$ cat config.mk
export PLATFORM = sky130hd
export DESIGN_NAME = fetch_ifid
export DESIGN_NICKNAME = d
export VERILOG_FILES = /design/src/rtl/fetch_ifid.sv
export SDC_FILE = /design/constraint.sdc
export NUM_CORES = 1
export LEC_CHECK = 0
export ABC_CLOCK_PERIOD_IN_PS = 7500
export CAP_MARGIN = 10
export CORE_MARGIN = 1
export CORE_UTILIZATION = 35
export CTS_BUF_LIST = sky130_fd_sc_hd__clkbuf_8
export CTS_CLUSTER_DIAMETER = 60
export DETAILED_ROUTE_END_ITERATION = 10
export GPL_ROUTABILITY_DRIVEN = 1
export PLACE_DENSITY_LB_ADDON = 0.05
export RECOVER_POWER = 50
export SYNTH_ARGS = -nofsm -noshare
export SYNTH_HDL_FRONTEND = slang
export SYNTH_SLANG_ARGS = --single-unit
$ cat constraint.sdc
create_clock -name clk -period 7.5 [get_ports clk]
set_clock_uncertainty 0.2 [all_clocks]
set_input_delay 1.5 -clock clk [delete_from_list [all_inputs] [get_ports clk]]
set_output_delay 1.5 -clock clk [all_outputs]
set_load 0.03 [all_outputs]
$ cat src/rtl/fetch_ifid.sv
`default_nettype none
// ============================================================================
// fetch_ifid : PC/instruction-fetch stage with skid buffer and IF/ID register
// Rev 1.0
// ============================================================================
module fetch_ifid #(
  parameter logic [15:0] RESET_PC  = 16'h0000,
  parameter logic [15:0] NOP_INSTR = 16'h0800
) (
  input  logic        clk,
  input  logic        rst,
  input  logic        En,
  input  logic        Redirect,
  input  logic [15:0] RedirectPC,
  input  logic        Halt,
  output logic [15:0] IMemAddr,
  output logic        IMemRd,
  input  logic [15:0] IMemData,
  input  logic        IMemDone,
  input  logic        IMemStall,
  output logic [15:0] DecInstruct,
  output logic [15:0] DecPCInc,
  output logic        DecValid
);

  localparam logic [1:0] S_FETCH  = 2'd0;
  localparam logic [1:0] S_HOLD   = 2'd1;
  localparam logic [1:0] S_DRAIN  = 2'd2;
  localparam logic [1:0] S_HALTED = 2'd3;

  logic [1:0]  state_q, state_d;
  logic        armed_q;
  logic [15:0] pc_q, pc_d;
  logic [15:0] pc_inc;
  logic [15:0] dec_instr_q, dec_instr_d;
  logic [15:0] dec_pcinc_q, dec_pcinc_d;
  logic        dec_valid_q, dec_valid_d;
  logic [15:0] skid_instr_q, skid_instr_d;
  logic [15:0] skid_pcinc_q, skid_pcinc_d;
  logic        fetch_done;
  logic        pending;

  assign pc_inc     = pc_q + 16'd2;
  // armed_q keeps the first post-reset cycle request-free, so a stale done is ignored
  assign fetch_done = (state_q == S_FETCH) && armed_q && IMemDone;
  assign pending    = IMemStall && !IMemDone;

  always_ff @(posedge clk or posedge rst) begin
    if (rst) begin
      state_q <= S_FETCH;
    end else begin
      state_q <= state_d;
    end
  end

  always_comb begin
    state_d = state_q;
    if (Redirect) begin
      state_d = pending ? S_DRAIN : S_FETCH;
    end else if (Halt) begin
      state_d = S_HALTED;
    end else begin
      case (state_q)
        S_FETCH:  if (fetch_done && !En) state_d = S_HOLD;
        S_HOLD:   if (En) state_d = S_FETCH;
        S_DRAIN:  if (IMemDone) state_d = S_FETCH;
        S_HALTED: state_d = S_HALTED;
        default:  state_d = S_FETCH;
      endcase
    end
  end

  always_comb begin
    IMemRd   = (state_q == S_FETCH) && armed_q;
    IMemAddr = pc_q;
  end

  always_comb begin
    pc_d         = pc_q;
    dec_instr_d  = dec_instr_q;
    dec_pcinc_d  = dec_pcinc_q;
    dec_valid_d  = dec_valid_q;
    skid_instr_d = skid_instr_q;
    skid_pcinc_d = skid_pcinc_q;
    if (Redirect) begin
      pc_d         = RedirectPC;
      dec_instr_d  = NOP_INSTR;
      dec_valid_d  = 1'b0;
      skid_instr_d = NOP_INSTR;
      skid_pcinc_d = RESET_PC;
    end else if (Halt) begin
      skid_instr_d = NOP_INSTR;
      skid_pcinc_d = RESET_PC;
    end else begin
      case (state_q)
        S_FETCH: begin
          if (fetch_done) begin
            pc_d = pc_inc;
            if (En) begin
              dec_instr_d = IMemData;
              dec_pcinc_d = pc_inc;
              dec_valid_d = 1'b1;
            end else begin
              skid_instr_d = IMemData;
              skid_pcinc_d = pc_inc;
            end
          end else if (En) begin
            dec_instr_d = NOP_INSTR;
            dec_valid_d = 1'b0;
          end
        end
        S_HOLD: begin
          if (En) begin
            dec_instr_d  = skid_instr_q;
            dec_pcinc_d  = skid_pcinc_q;
            dec_valid_d  = 1'b1;
            skid_instr_d = NOP_INSTR;
            skid_pcinc_d = RESET_PC;
          end
        end
        S_DRAIN: begin
          if (En) begin
            dec_instr_d = NOP_INSTR;
            dec_valid_d = 1'b0;
          end
        end
        default: begin
        end
      endcase
    end
  end

  always_ff @(posedge clk or posedge rst) begin
    if (rst) begin
      armed_q      <= 1'b0;
      pc_q         <= RESET_PC;
      dec_instr_q  <= NOP_INSTR;
      dec_pcinc_q  <= RESET_PC;
      dec_valid_q  <= 1'b0;
      skid_instr_q <= NOP_INSTR;
      skid_pcinc_q <= RESET_PC;
    end else begin
      armed_q      <= 1'b1;
      pc_q         <= pc_d;
      dec_instr_q  <= dec_instr_d;
      dec_pcinc_q  <= dec_pcinc_d;
      dec_valid_q  <= dec_valid_d;
      skid_instr_q <= skid_instr_d;
      skid_pcinc_q <= skid_pcinc_d;
    end
  end

  assign DecInstruct = dec_instr_q;
  assign DecPCInc    = dec_pcinc_q;
  assign DecValid    = dec_valid_q;

endmodule
`default_nettype wire

==> After elaboration in Yosys (flattened, before gate mapping) <==
Index checks and enable logic that the tools add are counted.
{ "totals": {"reg_bits": 84, "latchBits": 0, "mem_bits_rw": 0, "romBits": 0, "inputBits": 39, "out_inout_bits": 50, "memories": 0} }
{ "op_classes": {"add_sub_neg": 1, "mul": 0, "n_div": 0, "n_lt_le_gt_ge": 0, "n_eq_ne": 14, "shift": 0, "n_mux": 40, "n_bitwise": 2, "reduce_logical": 18} }
{ "ops": {"columns": ["operator", "n"], "rows": [
  ["16-bit 2-to-1 mux", 23],
  ["16-bit one-hot mux with 2 select lines", 3],
  ["16-bit one-hot mux with 3 select lines", 1],
  ["4-bit inequality test, second input constant", 6],
  ["16-bit by 2-bit adder with 16-bit output, second input constant", 1],
  ["2-bit 2-to-1 mux", 6],
  ["2-bit inequality test, second input constant", 4],
  ["2-bit one-hot mux with 4 select lines", 1],
  ["4-bit AND reduction", 2],
  ["4-bit nonzero test", 2],
  ["3-bit AND reduction", 2],
  ["6-bit AND reduction", 1],
  ["2-bit nonzero test", 3],
  ["1-bit 2-to-1 mux", 5],
  ["2-bit == test, second input constant", 2],
  ["1-bit logical AND", 4],
  ["3-bit inequality test, second input constant", 1],
  ["1-bit one-hot mux with 3 select lines", 1],
  ["2-bit by 1-bit == test with 1-bit output, second input constant", 1],
  ["1-bit logical NOT", 2],
  ["2-bit logical NOT", 1],
  ["1-bit NOT", 2],
  ["2-bit AND reduction", 1]
]} }

==> Depth between registers and ports, before layout <==
Gate-level depths: netlist of run 1.
{ "logic_depth": {"word_depth": 8, "mapped_depth": 8, "depth_no_buf": 6} }

==> Least setup slack after synthesis of run 1 <==
OpenSTA, ideal clock, no wires.
{ "synth_path": {"path_kind": "reg-to-output", "startpoint": "reg state_q[0]", "endpoint": "out IMemRd", "arrival_time_ps": 1416, "required_time_ps": 5800, "setup_slack_ps": 4384, "stages_incl_launch_ff": 6, "n_path_buf": 2, "path_cell_list": "dfrtp_1 -> inv_1 -> ha_1 -> buf_2 -> clkbuf_1 -> and2_1"} }
{ "synth_via": {"elab_chain_cells": 2} }
{ "synth_lines": {"columns": ["element", "line", "source"], "rows": [
  ["start: declaration", "31", "logic [1:0] state_q, state_d;"],
  ["start signal: assignment", "52", "state_q <= state_d;"],
  ["2-bit logical NOT", "74", "IMemRd = (state_q == S_FETCH) && armed_q;"],
  ["1-bit logical AND", "74", null],
  ["end: declaration", "17", "output logic IMemRd,"]
]} }
Every way passes these cells.

==> Worst setup path in the final report of run 1 <==
{ "layout_path": {"startpoint": "in Redirect", "endpoint": "reg dec_instr_q[10] (netlist: DecInstruct[10])"} }
{ "layout_via": {"elab_chain_cells": 2, "elab_cells_between_ends": 6} }
{ "layout_lines": {"columns": ["element", "line", "source"], "rows": [
  ["start: declaration", "13", "input logic Redirect,"],
  ["4-bit inequality test (no source line) (tied with other cells)", null, null],
  ["4-bit AND reduction (no source line)", null, null],
  ["end signal: assignment", "145", "dec_instr_q <= dec_instr_d;"],
  ["end: declaration", "35", "logic [15:0] dec_instr_q, dec_instr_d;"]
]} }
Parallel ways exist; a longest one is shown, timed or not.
A chain may end at the register's enable or synchronous reset.

==> flow_summary_export.csv, run 1 <==
group,metric,value,unit
cts,root_buffer,"clkbuf_8",
sta,tightest_slew,1.11,ns
routing,ant_nets,0,
critical_path,cp_max_fo,34,
critical_path,cp_cell_sequence,"dlygate4sd3_1 -> or2_2 -> o22ai_1 -> nor2_1 -> buf_6 -> a22o_1",
floorplanning,die_h,114,um
layout,layout-drive-gt1-share,6.94,%
routing,drt_iter0_markers,194,
cts,clk_pin_slew,0.09,ns
cts,cts_sinks,84,
placed_design,gp_congestion,0.758,
cts,worstSkewPairLatency,0.36,ns
critical_path,cp.arrival,4.18,ns
global_routing,grt_pass1_vias,3640,
sta,max_slew_margin,26.0,%
yosys,ys_seq_elements,84,
critical_path,cp_slowest_cell,"dlygate4sd3_1",
critical_path,critPathLaunchType,"input pin",
critical_path,crit_type,"in -> reg",
global_routing,grt-ovfl-total,0,
sta,setup_viol,0,
power_and_ir_drop,powerDensity,222,nW/um^2
sta,period_share,54.5,%
yosys,synthDistinctLibCells,51,
layout,layout_commonest_cell,"dfrtp_1",
run,cap_violations,0,
cts,cts_made_buffers,9,
placed_design,dp.final_hpwl,8080,um
critical_path,reg2reg_slack,4.38,ns
cts,cts_tree,"done",
cts,max-clock-path-buffers,2,
floorplanning,die-area,13000,um^2
layout,post-route-util,46.6,%
floorplanning,row_count,40,
cts,hold_buffers,0,
routing,wl_per_cell,18.1,um
yosys,synth_flop_cell,"dfrtp_1",
yosys,synth_edf_count,0,
routing,via_per_inst,5.59,
power_and_ir_drop,ir_worst_vdd,0.0905,mV
sta,finalSetupTns,0,ns
placed_design,dp.cells,669,
sta,fin_ws,3.41,ns
global_routing,grt_max_degree,85,
sta,rsz0062_at_grt,"false",
yosys,yosys.area.top_type_share,46.7,%
sta,fin_crit,4.09,ns
layout,fillers,1168,
yosys,yosys-top-cells-area,"dfrtp_1 47%, a22o_1 7.0%, o21ai_0 4.9%",
yosys,async_reset_ff_share,100,%
layout,syn2layout_area_growth,28.5,%
layout,nets,559,
sta,clock.fmax,244,MHz
sta,hold_viol_final,0,
global_routing,grt_pass1_wl,20200,um
global_routing,antenna_found_initial,0,
cts,cts_resized,0,
placed_design,io_buffers,88,
layout,layout_common_cells,"82 x dfrtp_1, 63 x clkdlybuf4s50_1, 43 x o21ai_0",
routing,vias,3838,
run_status,status,"complete, no violations",
floorplanning,initial_core_util,36.3,%
hold_path,hold_path_class,"reg -> reg",
floorplanning,boundaryPins,89,
cts,h-tree-depth,3,
layout,diodes,0,
yosys,yosysSeqAreaShare,47.9,%
critical_path,critPathCaptureType,"flip-flop",
floorplanning,core,12100,um^2
layout,final_cells,687,
routing,wl,12400,um
cts,post_cts_buffers,0,
power_and_ir_drop,p_leak,2.36,nW
floorplanning,die_w,114,um
routing,remaining_drc_errors,0,
yosys,yosys_warnings,0,
critical_path,critPathTopFamily,"buffers and inverters",
yosys,yosys.area.top_type,"dfrtp_1",
routing,dr.pass1.iters,4,
yosys,synthesis.nets,492,
sta,slew_viol_final,0,
yosys,synthesis.area,4390,um^2
yosys,syn_avg_cell_area,9.83,um^2
critical_path,slowest_delay,1.27,ns
critical_path,critPathRequiredTime,7.59,ns
placed_design,dp_slack,2.82,ns
critical_path,path_buf_inv,2,
global_routing,grt_usage,20.1,%
yosys,syn_inst,447,
layout make-up:
cell class	instances	area [um^2]	area share, %
sequential	84	2100	37.3
multi-input combinational	309	2080	36.9
timing repair buffer	96	968	17.2
tap	168	210	3.73
clock buffer	10	138	2.44
clock inverter	6	88.8	1.57
inverter	14	53.8	0.953
state kept, by name, summed over array words and instances (netlist names):
name and count:
state_q 2, DecValid 1, DecPCInc 16, skid_pcinc_q 16, IMemAddr 16, DecInstruct 16
skid_instr_q 16, armed_q 1
worst register-to-register path, stage by stage, from the launching register on:
cell	delay (ns)
dfrtp_1	0.40
inv_1	0.07
ha_1	0.99
o21ba_2	0.28
o22ai_1	0.13
nor2_1	0.61
buf_6	0.23
a22o_1	0.14
worst paths after layout:
path	from	cells past startpoint	endpoint
worst max-delay path	Redirect	6	DecInstruct[10]$_DFFE_PP0P_
worst min-delay path	DecPCInc[5]$_DFFE_PP0P_	2	DecPCInc[5]$_DFFE_PP0P_
worst max register to register	state_q[1]$_DFFE_PP0P_	7	DecInstruct[10]$_DFFE_PP0P_
worst min register to register	DecPCInc[5]$_DFFE_PP0P_	2	DecPCInc[5]$_DFFE_PP0P_
max in group asynchronous	rst	3	state_q[1]$_DFFE_PP0P_
min in group asynchronous	rst	3	DecInstruct[10]$_DFFE_PP0P_
stage by stage:
| stage | instance area (um^2) | hold slack, ns | total power, W |
|---|---|---|---|
| after global routing | 5640 | 0.314 | 0.00132 |
| final | 5640 | 0.283 | 0.00125 |
| after CTS | 5600 | 0.292 | 0.00127 |
| after global placement | 5370 | 0.263 | 0.000898 |
| after floorplan | 4390 | 0.248 | 0.000748 |
| after detailed placement | 5380 | 0.266 | 0.000903 |
layer usage:
metal / global-route usage, % / part of all wire, % / up-vias
met5: 0 / 0 / -
met1: 31.3 / 52 / 1921
li1: - / - / 1797
met3: 3.56 / 4.9 / 12
met4: 6.75 / 1.2 / 0
met2: 27.6 / 42 / 108
report_power, final:
part | internal (W) | total, W | switching [W]
Clock | 0.000197 | 0.000367 | 0.000170
Combinational | 0.000132 | 0.000346 | 0.000214
Sequential | 0.000497 | 0.000538 | 0.0000409
synthesized netlist by cell type, drive strengths merged, types with 3 or more instances:
| cell | n |
|---|---|
| o211ai | 7 |
| a21oi | 3 |
| and2 | 4 |
| nor4 | 8 |
| nand3 | 28 |
| xnor2 | 16 |
| dfrtp | 82 |
| o41ai | 3 |
| a22o | 35 |
| nand2 | 40 |
| mux2i | 10 |
| xor2 | 5 |
| nor2 | 11 |
| ha | 6 |
| inv | 13 |
| a31oi | 18 |
| o2bb2ai | 10 |
| buf | 9 |
| o22ai | 3 |
| o21ai | 43 |
| clkbuf | 31 |
| nor3 | 9 |
| and4 | 15 |
| o21a | 4 |
| nand4 | 5 |
cell families after synthesis:
logic type,Yosys count,share of synthesized area (%)
AO/OA/AOI/OAI,139,22.3
AND/OR/NAND/NOR,131,16.4
flip-flops,84,47.9
buffers and inverters,54,4.90
XOR/XNOR,21,4.19
multiplexers,11,2.53
adder cells (fa/ha/maj),6,1.71
other,1,0.0854
(Power assumes the default switching activity.)
==> inputs of run 2 (changes only) <==
--- a/config.mk
+++ b/config.mk
@@ -5,7 +5,7 @@
 export SDC_FILE = /design/constraint.sdc
 export NUM_CORES = 1
 export LEC_CHECK = 0
-export ABC_CLOCK_PERIOD_IN_PS = 7500
+export ABC_CLOCK_PERIOD_IN_PS = 4120
 export CAP_MARGIN = 10
 export CORE_MARGIN = 1
 export CORE_UTILIZATION = 35
==> constraint.sdc (replaced) <==
create_clock -name clk -period 4.12 [get_ports clk]
set_clock_uncertainty 0.2 [all_clocks]
set_input_delay 0.824 -clock clk [delete_from_list [all_inputs] [get_ports clk]]
set_output_delay 0.824 -clock clk [all_outputs]
set_load 0.03 [all_outputs]
==> run 2 against run 1 <==
Net effect: worst setup slack worse by 2.6 ns; core utilization is 0.072 points higher; largest power group unchanged; die area unchanged; non-clock buffer count increased by 6; the run now ends with capacitance limit, slew limit left; register-to-register slack worse by 3.5 ns; count of clock-buffer cells in the layout rose by 1; sequential power rose by 82%; combinational power rose by 83%; routed wire length rose by 2.5%; via count down 0.73%; total power increased by 83%; clock power grew 86%.
==> flow_summary_export.csv, run 2 (synthesis results as in run 1) <==
group,metric,value,unit
run_status,status,"complete, but fails checks",
run_status,violations,"capacitance limit, slew limit",
floorplanning,core,12100,um^2
global_routing,grt_pass1_wl,20800,um
sta,tightest_slew,2.11,ns
sta,max_slew_margin,-41.2,%
global_routing,use_met1,32.2,%
power_and_ir_drop,powerDensity,406,nW/um^2
critical_path,critPathRequiredTime,3.10,ns
cts,max-clock-path-buffers,2,
cts,post_cts_buffers,0,
critical_path,crit_type,"reg -> out",
sta,fin_crit,3.29,ns
global_routing,grt_pass1_vias,3803,
global_routing,use_met3,3.67,%
routing,dr.pass1.iters,5,
global_routing,grt_busiest_layer,"met1",
placed_design,dp.final_hpwl,8640,um
critical_path,critPathLaunchType,"flip-flop",
power_and_ir_drop,p_leak,2.37,nW
floorplanning,die-area,13000,um^2
cts,cts_tree,"done",
sta,finalSetupTns,0,ns
critical_path,cp_max_fo,16,
routing,drt_iter0_markers,247,
global_routing,grt_max_degree,45,
cts,cts_resized,0,
floorplanning,boundaryPins,89,
critical_path,cp.arrival,2.27,ns
critical_path,startpoint,"state_q[0]$_DFFE_PP0P_",
cts,worstSkewPairLatency,0.36,ns
routing,wl,12700,um
critical_path,r2r-start,"state_q[0]$_DFFE_PP0P_",
floorplanning,die_w,114,um
global_routing,grt_use_met2,29.3,%
layout,layout-drive-gt1-share,7.43,%
power_and_ir_drop,power,0.00229,W
hold_path,hold_path_class,"reg -> reg",
routing,via_per_inst,5.50,
cts,cts_made_buffers,9,
sta,clock.fmax,304,MHz
floorplanning,die_h,114,um
placed_design,io_buffers,88,
routing,ant_nets,0,
routing,vias,3810,
global_routing,antenna_found_initial,0,
hold_path,hold_start,"DecPCInc[0]$_DFFE_PP0P_",
critical_path,critPathCaptureType,"output port",
layout,diodes,0,
run,cap_violations,1,
cts,clk_pin_slew,0.09,ns
cts,cts_sinks,84,
routing,remaining_drc_errors,0,
global_routing,grt_usage,20.7,%
sta,setup_viol,0,
sta,period_share,79.9,%
floorplanning,initial_core_util,36.3,%
sta,hold_viol_final,0,
cts,h-tree-depth,3,
sta,rsz0062_at_grt,"false",
placed_design,gp_congestion,0.829,
global_routing,grt-ovfl-total,0,
routing,wl_per_cell,18.4,um
layout,layout_commonest_cell,"dfrtp_1",
power_and_ir_drop,ir_worst_vdd,0.154,mV
layout,syn2layout_area_growth,28.7,%
cts,root_buffer,"clkbuf_8",
layout,nets,565,
sta,slew_viol_final,45,
layout,layout_common_cells,"82 x dfrtp_1, 67 x clkdlybuf4s50_1, 43 x o21ai_0",
cts,hold_buffers,0,
floorplanning,row_count,40,
-- run 2: routing by layer --
| metal | wire length, um | part of all wire [%] |
|---|---|---|
| met2 | 5380 | 42 |
| met3 | 739 | 5.8 |
| met5 | 0 | 0 |
| met4 | 65 | 0.51 |
| met1 | 6540 | 51 |
-- run 2: layout make-up --
type | instances | area [um^2]
repair buffers | 102 | 976
inverters | 14 | 53.8
multi-input cells | 309 | 2080
fillers | 1216 | 6460
flip-flops and latches | 84 | 2100
clock inverters | 5 | 76.3
clock buffers | 11 | 151
well taps | 168 | 210
-- run 2: power breakdown --
group | internal, W | switching, W | leakage, nW
Combinational | 0.000238 | 0.000393 | 1.13
Sequential | 0.000904 | 0.0000737 | 1.11
Clock | 0.000372 | 0.000310 | 0.122
Total | 0.00151 | 0.000777 | 2.37
-- run 2: path summary, 6_finish.rpt --
| kind | end | slack (ns) | cells after the start |
|---|---|---|---|
| worst max-delay path | IMemRd | 0.83 | 4 |
| worst max register to register | DecInstruct[4]$_DFFE_PP0P_ | 0.88 | 7 |
| max in group asynchronous | skid_instr_q[14]$_DFFE_PP0P_ | 0.87 | 3 |
| worst min register to register | DecPCInc[0]$_DFFE_PP0P_ | 0.28 | 2 |
| worst min-delay path | DecPCInc[0]$_DFFE_PP0P_ | 0.28 | 2 |
| min in group asynchronous | skid_pcinc_q[3]$_DFFE_PP0P_ | 1.27 | 2 |
-- run 2: stage by stage --
| stage | std cells | hold slack (ns) | setup slack (ns) | instance area [um^2] | util [%] |
|---|---|---|---|---|---|
| final | 693 | 0.280 | 0.828 | 5650 | 46.7 |
| after CTS | 693 | 0.292 | 0.818 | 5660 | 46.7 |
| after detailed placement | 677 | 0.267 | 0.833 | 5430 | 44.9 |
| after floorplan | 447 | 0.248 | 0.934 | 4390 | - |
| after global placement | 677 | 0.261 | 0.872 | 5430 | 44.9 |
| after global routing | 693 | 0.322 | 0.373 | 5650 | 46.7 |
-- run 2: critical path: stages (launching register included) --
cell	delay, ns
dfrtp_1	0.42
inv_1	0.12
ha_1	0.48
and2_1	0.22
clkdlybuf4s50_1	0.67
